<file path="config.mk">
export PLATFORM = sky130hd
export DESIGN_NAME = time_keeper_flat
export DESIGN_NICKNAME = d
export VERILOG_FILES = /design/src/rtl/clock_pkg.sv /design/src/rtl/time_keeper_if.sv /design/src/rtl/tick_edge_detect.sv /design/src/rtl/time_keeper.sv /design/src/flat_wrapper.sv
export SDC_FILE = /design/constraint.sdc
export NUM_CORES = 1
export LEC_CHECK = 0
export CAP_MARGIN = 40
export CELL_PAD_IN_SITES_DETAIL_PLACEMENT = 0
export CELL_PAD_IN_SITES_GLOBAL_PLACEMENT = 1
export CORE_ASPECT_RATIO = 0.6
export CORE_MARGIN = 4
export CORE_UTILIZATION = 39
export CTS_CLUSTER_SIZE = 30
export DETAILED_ROUTE_END_ITERATION = 10
export HOLD_SLACK_MARGIN = 0.02
export PLACE_DENSITY_LB_ADDON = 0.1
export SLEW_MARGIN = 20
export SYNTH_ARGS = -nofsm -noshare
export SYNTH_HDL_FRONTEND = slang
export SYNTH_SLANG_ARGS = --single-unit
</file>
<file path="constraint.sdc">
create_clock -name clk -period 4.1 [get_ports clk]
set_input_delay 0.82 -clock clk [delete_from_list [all_inputs] [get_ports clk]]
set_output_delay 0.82 -clock clk [all_outputs]
set_load 0.02 [all_outputs]
</file>
<file path="src/rtl/clock_pkg.sv">
// Shared widths, terminal values and state encoding for the clock datapath
// (time keeper, display and alarm blocks).
package clock_pkg;

   localparam int HOUR_W = 5;
   localparam int MIN_W  = 6;
   localparam int SEC_W  = 6;

   localparam logic [SEC_W-1:0] SEC_MAX = SEC_W'(59);
   localparam logic [MIN_W-1:0] MIN_MAX = MIN_W'(59);

   typedef enum logic {
      RUN = 1'b0,
      SET = 1'b1
   } state_e;

endpackage : clock_pkg

</file>
<file path="src/rtl/time_keeper_if.sv">
// Control inputs and time outputs of the time keeper, grouped as one bundle.
interface time_keeper_if;

   logic                          clk_1;
   logic                          set_mode;
   logic                          inc_hour;
   logic                          inc_min;
   logic [clock_pkg::HOUR_W-1:0]  hour;
   logic [clock_pkg::MIN_W-1:0]   minute;
   logic [clock_pkg::SEC_W-1:0]   second;
   logic                          sec_tick;
   logic                          day_wrap;
   logic                          in_set;

   modport master (
      output clk_1, set_mode, inc_hour, inc_min,
      input  hour, minute, second, sec_tick, day_wrap, in_set
   );

   modport slave (
      input  clk_1, set_mode, inc_hour, inc_min,
      output hour, minute, second, sec_tick, day_wrap, in_set
   );

endinterface : time_keeper_if

</file>
<file path="src/rtl/tick_edge_detect.sv">
// Turns the slow divider toggle clk_1 into a combinational one-cycle edge flag.
module tick_edge_detect #(
   parameter bit TICK_BOTH_EDGES = 1'b0
) (
   input  logic clk,
   input  logic rst,
   input  logic clk_1,
   output logic sec_edge
);

   logic clk_1_d_q;
   logic clk_1_d_d;

   always_comb clk_1_d_d = clk_1;

   // Reset loads the live level so leaving reset never looks like an edge.
   // NOTE: sequential state uses <= so every flop samples pre-edge values.
   always_ff @(posedge clk) begin
      if (rst) clk_1_d_q <= clk_1;
      else     clk_1_d_q <= clk_1_d_d;
   end

   always_comb begin
      if (TICK_BOTH_EDGES) sec_edge = clk_1 ^ clk_1_d_q;
      else                 sec_edge = clk_1 & ~clk_1_d_q;
   end

endmodule : tick_edge_detect

</file>
<file path="src/rtl/time_keeper.sv">
// Binary hh:mm:ss time keeper with a RUN/SET state machine; advances one second
// per detected clk_1 edge and lets button pulses adjust hours/minutes in SET.
module time_keeper
   import clock_pkg::*;
#(
   parameter bit TICK_BOTH_EDGES = 1'b0,
   parameter int HOUR_MODULUS    = 24
) (
   input  logic          clk,
   input  logic          rst,
   time_keeper_if.slave  tk
);

   localparam logic [HOUR_W-1:0] HOUR_MAX = HOUR_W'(HOUR_MODULUS - 1);

   state_e             state_q, state_d;
   logic [HOUR_W-1:0]  hour_q, hour_d;
   logic [MIN_W-1:0]   minute_q, minute_d;
   logic [SEC_W-1:0]   second_q, second_d;
   logic               sec_tick_q, sec_tick_d;
   logic               day_wrap_q, day_wrap_d;
   logic               sec_edge;

   tick_edge_detect #(
      .TICK_BOTH_EDGES (TICK_BOTH_EDGES)
   ) u_edge (
      .clk      (clk),
      .rst      (rst),
      .clk_1    (tk.clk_1),
      .sec_edge (sec_edge)
   );

   always_ff @(posedge clk) begin
      if (rst) state_q <= RUN;
      else     state_q <= state_d;
   end

   // NOTE: every always_comb output gets a default first so no path infers a latch.
   always_comb begin
      state_d = state_q;
      unique case (state_q)
         RUN: if (tk.set_mode)  state_d = SET;
         SET: if (!tk.set_mode) state_d = RUN;
      endcase
   end

   always_comb begin
      hour_d     = hour_q;
      minute_d   = minute_q;
      second_d   = second_q;
      sec_tick_d = 1'b0;
      day_wrap_d = 1'b0;

      if (state_q == SET) begin
         if (tk.inc_min)  minute_d = (minute_q == MIN_MAX) ? '0 : minute_q + 1'b1;
         if (tk.inc_hour) hour_d   = (hour_q == HOUR_MAX)  ? '0 : hour_q + 1'b1;
      end else if (tk.set_mode) begin
         // Entering SET clears seconds and swallows a coincident edge.
         second_d = '0;
      end else if (sec_edge) begin
         sec_tick_d = 1'b1;
         if (second_q != SEC_MAX) begin
            second_d = second_q + 1'b1;
         end else begin
            second_d = '0;
            if (minute_q != MIN_MAX) begin
               minute_d = minute_q + 1'b1;
            end else begin
               minute_d = '0;
               if (hour_q != HOUR_MAX) begin
                  hour_d = hour_q + 1'b1;
               end else begin
                  hour_d     = '0;
                  day_wrap_d = 1'b1;
               end
            end
         end
      end
   end

   always_ff @(posedge clk) begin
      if (rst) begin
         hour_q     <= '0;
         minute_q   <= '0;
         second_q   <= '0;
         sec_tick_q <= 1'b0;
         day_wrap_q <= 1'b0;
      end else begin
         hour_q     <= hour_d;
         minute_q   <= minute_d;
         second_q   <= second_d;
         sec_tick_q <= sec_tick_d;
         day_wrap_q <= day_wrap_d;
      end
   end

   always_comb begin
      tk.in_set   = (state_q == SET);
      tk.hour     = hour_q;
      tk.minute   = minute_q;
      tk.second   = second_q;
      tk.sec_tick = sec_tick_q;
      tk.day_wrap = day_wrap_q;
   end

endmodule : time_keeper
</file>
<file path="src/flat_wrapper.sv">
// flat-port wrapper written by rule: the top's interface ports become plain ports
module time_keeper_flat import clock_pkg::*;
#(
   parameter bit TICK_BOTH_EDGES = 1'b0,
   parameter int HOUR_MODULUS    = 24
)
  (clk, rst, tk_clk_1, tk_set_mode, tk_inc_hour, tk_inc_min, tk_hour, tk_minute, tk_second, tk_sec_tick, tk_day_wrap, tk_in_set);
  time_keeper_if tk_i ();
  input  logic clk;
  input  logic rst;
  input wire logic [$bits(tk_i.clk_1)-1:0] tk_clk_1;
  input wire logic [$bits(tk_i.set_mode)-1:0] tk_set_mode;
  input wire logic [$bits(tk_i.inc_hour)-1:0] tk_inc_hour;
  input wire logic [$bits(tk_i.inc_min)-1:0] tk_inc_min;
  output wire logic [$bits(tk_i.hour)-1:0] tk_hour;
  output wire logic [$bits(tk_i.minute)-1:0] tk_minute;
  output wire logic [$bits(tk_i.second)-1:0] tk_second;
  output wire logic [$bits(tk_i.sec_tick)-1:0] tk_sec_tick;
  output wire logic [$bits(tk_i.day_wrap)-1:0] tk_day_wrap;
  output wire logic [$bits(tk_i.in_set)-1:0] tk_in_set;
  assign tk_i.clk_1 = tk_clk_1;
  assign tk_i.set_mode = tk_set_mode;
  assign tk_i.inc_hour = tk_inc_hour;
  assign tk_i.inc_min = tk_inc_min;
  assign tk_hour = tk_i.hour;
  assign tk_minute = tk_i.minute;
  assign tk_second = tk_i.second;
  assign tk_sec_tick = tk_i.sec_tick;
  assign tk_day_wrap = tk_i.day_wrap;
  assign tk_in_set = tk_i.in_set;
  time_keeper #(.TICK_BOTH_EDGES(TICK_BOTH_EDGES), .HOUR_MODULUS(HOUR_MODULUS)) u_core (.clk(clk), .rst(rst), .tk(tk_i));
endmodule
</file>
# == After elaboration in Yosys (flattened, before gate mapping) ==
# Cells that the tools add are included.
# op_classes
bitwise,4
addsub,3
n_reduce_logical,7
eq_ne,10
mux,21
# op_table
cell,count
$mux 6,10
$mux 5,8
$add 6x1->6 const B,2
$ne 6x6->1 const B,2
$eq 6x6->1 const B,1
$ne 2x1->1 const B,3
$reduce_or 6->1,1
$add 5x1->5 const B,1
$eq 5x5->1 const B,1
$ne 5x5->1 const B,1
$reduce_and 5->1,1
$ne 2x2->1 const B,2
$reduce_and 4->1,1
$reduce_bool 2->1,2
$mux 1,3
$not 1->1,3
$reduce_or 3->1,1
$reduce_and 2->1,1
$and 1x1->1,1
# word_totals
word_cells,52
regBits,21

# == Depth between registers and ports, before layout ==
# logic_depth
ltp_word,7
depth_mapped,6
depth_no_buf,5

# == By module ==
# A second synthesis with hierarchy kept.
# hier_totals
hier_cells,119
area_unflattened_um2,1061.0
# modules_own_cells
module,seq_area_each_um2,area_per_inst_um2,cells_per_inst,n_inst
time_keeper,400.4,1027.2,117,1
tick_edge_detect,20.0,33.8,2,1

# == Worst setup path before layout ==
# OpenSTA, ideal clock, no wires.
# synth_path
path_kind,input to register
startpoint,input tk_set_mode
endpoint,"register u_core.minute_q[2], in the netlist u_core.tk.minute[2]"
t_arrival_ns,2.479
cell_stages,6
n_path_buf,2
setup_time_ns,0.070
path_slack_ns,1.551
cell_sequence,buf_6 or4b_4 o31a_1 buf_6 or4_1 a21oi_1
# synth_between
elab_chain_cells,2
# synth_rtl
item,line_no,text
from (decl),flat_wrapper.sv:12,input wire logic [$bits(tk_i.set_mode)-1:0] tk_set_mode;
$ne 2x1->1 (no source line),-,
$reduce_and 4->1 (no source line),-,
to (signal assigned),time_keeper.sv:90,minute_q <= minute_d;
to (decl),time_keeper.sv:18,"logic [MIN_W-1:0] minute_q, minute_d;"
# Every way passes these cells.
# A chain may end at the register's enable or synchronous reset.

# == Worst setup path after layout ==
# layout_path
startpoint,input tk_set_mode
endpoint,"register u_core.minute_q[5], in the netlist u_core.tk.minute[5]"
# The elaborated chain is that of the path after synthesis.

==> reports/metrics.yaml <==
status:
  status: "finished clean"
place:
  placed_area_mm2: 0.00138
  place.gp.congestion: 0.775
  io_buffers: 25
  dp_hpwl_um: 1890
worst_hold_path:
  hold_class: "reg -> reg"
  hold_start: "u_core.tk.minute[5]$_SDFFE_PP0P_"
route:
  antenna_left: 0
  wl_per_cell_um: 14.2
  vias_per_cell: 5.78
  wirelength_um: 2650
  drt_iter0_drc: 82
  drt_first_pass_iters: 4
  drc_errors: 0
  via_count: 1076
timing:
  slew_viol_final: 0
  relSlewSlack_pct: 68.4
  whs_ns: 0.508
  fin_crit_ns: 2.92
  setup_violations: 0
  fin_setup_tns_ns: 0
  tightest_slew_ns: 0.467
  hold_viol: 0
  rsz0062_at_grt: "no"
  max_freq_mhz: 342
  finalCritPeriodShare_pct: 71.3
  finalClockSkew_ns: 0.00618
clock_network:
  hold_buffers: 0
  clkLatencyLatePin_ns: 0.26
  cts_max_level: 1
  clk_pin_slew_worst_paths_ns: 0.07
  cts_sinks: 21
  clock_path_buffers: 2
  cts_made_buffers: 3
  cts_resized: 0
  cts_root_buf: "clkbuf_8"
  tritoncts: "built"
  cts_setup_buffers: 0
cells_and_area:
  layout_commonest_cell: "clkdlybuf4s50_1"
  area_growth_syn_to_layout_pct: 26.1
  post-route-util_pct: 54.1
  layout_common_cells: "25 x clkdlybuf4s50_1, 21 x dfxtp_1, 12 x a21oi_1"
  fin_area_mm2: 0.00142
  drive_gt1_share_pct: 7.14
  layout.nets: 164
  antennaDiodeCount: 0
setup_path:
  critical_path_class: "in -> reg"
  critPathLaunch: "tk_set_mode"
  r2r-start: "u_core.tk.in_set$_SDFF_PP0_"
  start_kind: "input port"
  worstPathArrival_ns: 3.11
  path_buf_inv: 1
  critPathCaptureType: "register"
  crit_required_ns: 4.29
  path_max_fanout: 11
  crit_chain: "clkdlybuf4s50_1 -> or4b_4 -> o31a_1 -> or4_1 -> a21oi_1"
  cp_top_family: "simple AND/OR/NAND/NOR gates"
  cp_slowest_cell: "or4b_4"
  max_stage_delay_ns: 0.63
global_route:
  grt_overflow_total: 0
  grt_pass1_vias: 965
  grt_max_degree: 23
  track_usage_pct: 14.3
  grt_pass1_wl_um: 4480
  grt_antenna_before_repair: 0
power:
  cellPowerDensity_mw_per_mm2: 268
  report.power.total_mw: 0.382
  switchingPower_mw: 0.0901
  combPwrFrac_pct: 9.4
  p_leak_nw: 0.501
  intPower_mw: 0.292
  switching_share_pct: 23.6
  peakVddDrop_v: 0.000159
  clock_power_share_pct: 35.4
  power_frac_seq_pct: 55.2
yosys:
  syn_inst: 131
  synth_ff_type: "dfxtp_1"
  synth_edf_count: 0
  ys_seq_area_share_pct: 37.3
  syn_avg_cell_area_um2: 8.62
  synth_nets: 140
  yosysWarnings: 0
  synth.ff_latch_count: 21
  async_flop_share_pct: 0
  syn_area_mm2: 0.00113
  synth_cell_types: 44
floorplanning:
  die_area_mm2: 0.00385
  die_x_um: 77.4
  die_h_um: 49.7
  initial_core_util_pct: 43.0
  core-area_mm2: 0.00263
  io_pins: 26
  num_rows: 14
job:
  cap_violations: 0
-- metrics by stage --
step,instances,setup WS [ns]
after CTS,186,1.20
after global placement,181,0.961
after floorplan,131,1.55
after detailed placement,182,0.940
final,186,1.18
after global routing,186,1.08
-- flip-flops by register name, summed over array words and instances, names as in the netlist --
| register | flops |
|---|---|
| u_core.tk.day_wrap | 1 |
| u_core.tk.in_set | 1 |
| u_core.u_edge.clk_1_d_q | 1 |
| u_core.tk.sec_tick | 1 |
| u_core.tk.hour | 5 |
| u_core.tk.minute | 6 |
| u_core.tk.second | 6 |
-- cells by family (layout without fill, tap and decap cells) --
family                   count (synthesis)  count (layout)  synth area share [%]
multiplexers                             3               3                  2.77
flip-flops                              21              21                  37.3
buffers and inverters                    9              32                  5.76
AND/OR/NAND/NOR                         63              63                  32.7
AO/OA/AOI/OAI                           32              32                  18.2
adder cells (fa/ha/maj)                  3               3                  3.33
-- worst reg2reg max path, cell delays in order, from the launching register on --
cell and delay, ns:
dfxtp_1 0.38, or4b_4 0.58, o31a_1 0.42, or4_1 0.53
a21oi_1 0.15
-- final timing paths --
| path | end | slack (ns) | cells past startpoint |
|---|---|---|---|
| worst min-delay path | u_core.tk.minute[5]$_SDFFE_PP0P_ | 0.51 | 2 |
| worst max register to register | u_core.tk.minute[5]$_SDFFE_PP0P_ | 1.96 | 4 |
| worst max-delay path | u_core.tk.minute[5]$_SDFFE_PP0P_ | 1.18 | 5 |
| worst min register to register | u_core.tk.minute[5]$_SDFFE_PP0P_ | 0.51 | 2 |
-- per-layer routing --
metal / vias up / GRT usage [%] / wire length (um)
met5: - / 0 / 0
met2: 35 / 20.3 / 1100
met4: 0 / 2.37 / 12
met1: 503 / 20.8 / 1350
li1: 536 / - / -
met3: 2 / 4.73 / 185
-- Yosys cell counts, types with 2 or more instances --
cell type,count,area share (%)
nand2_1,9,3.0
nor2_1,10,3.3
inv_1,2,0.67
o311ai_0,2,1.6
ha_1,3,3.3
dfxtp_1,21,37
nor4b_1,2,1.6
and3_1,3,1.7
clkbuf_1,2,0.67
nand4_1,4,2.2
nor3b_1,3,2.0
nand3_1,5,2.2
nor3_1,5,2.2
a21oi_1,12,5.3
nand4b_1,2,1.6
nor2b_1,4,2.2
o21ai_0,7,3.1
mux2i_1,2,1.8
nand2b_1,4,2.2
or4_1,2,1.3
buf_6,4,4.0
-- final cells by class --
cell class                      count  area, um^2
Fill cell                         246        1200
Multi-Input combinational cell    101         643
Sequential cell                    21         420
Timing Repair Buffer               26         265
Clock buffer                        3        41.3
Tap cell                           32        40.0
Inverter                            2        7.51
Clock inverter                      1        5.00
-- power groups by stage --
stage | combinational [mW] | clock [mW] | sequential [mW]
2_1_floorplan | 0.0207 | 0 | 0.218
3_3_place_gp | 0.0338 | 0 | 0.215
3_5_place_dp | 0.0354 | 0 | 0.215
4_1_cts | 0.0357 | 0.142 | 0.211
5_1_grt | 0.0388 | 0.149 | 0.211
6_report | 0.0358 | 0.135 | 0.211
No activity file was read; power rests on OpenSTA's default activity.
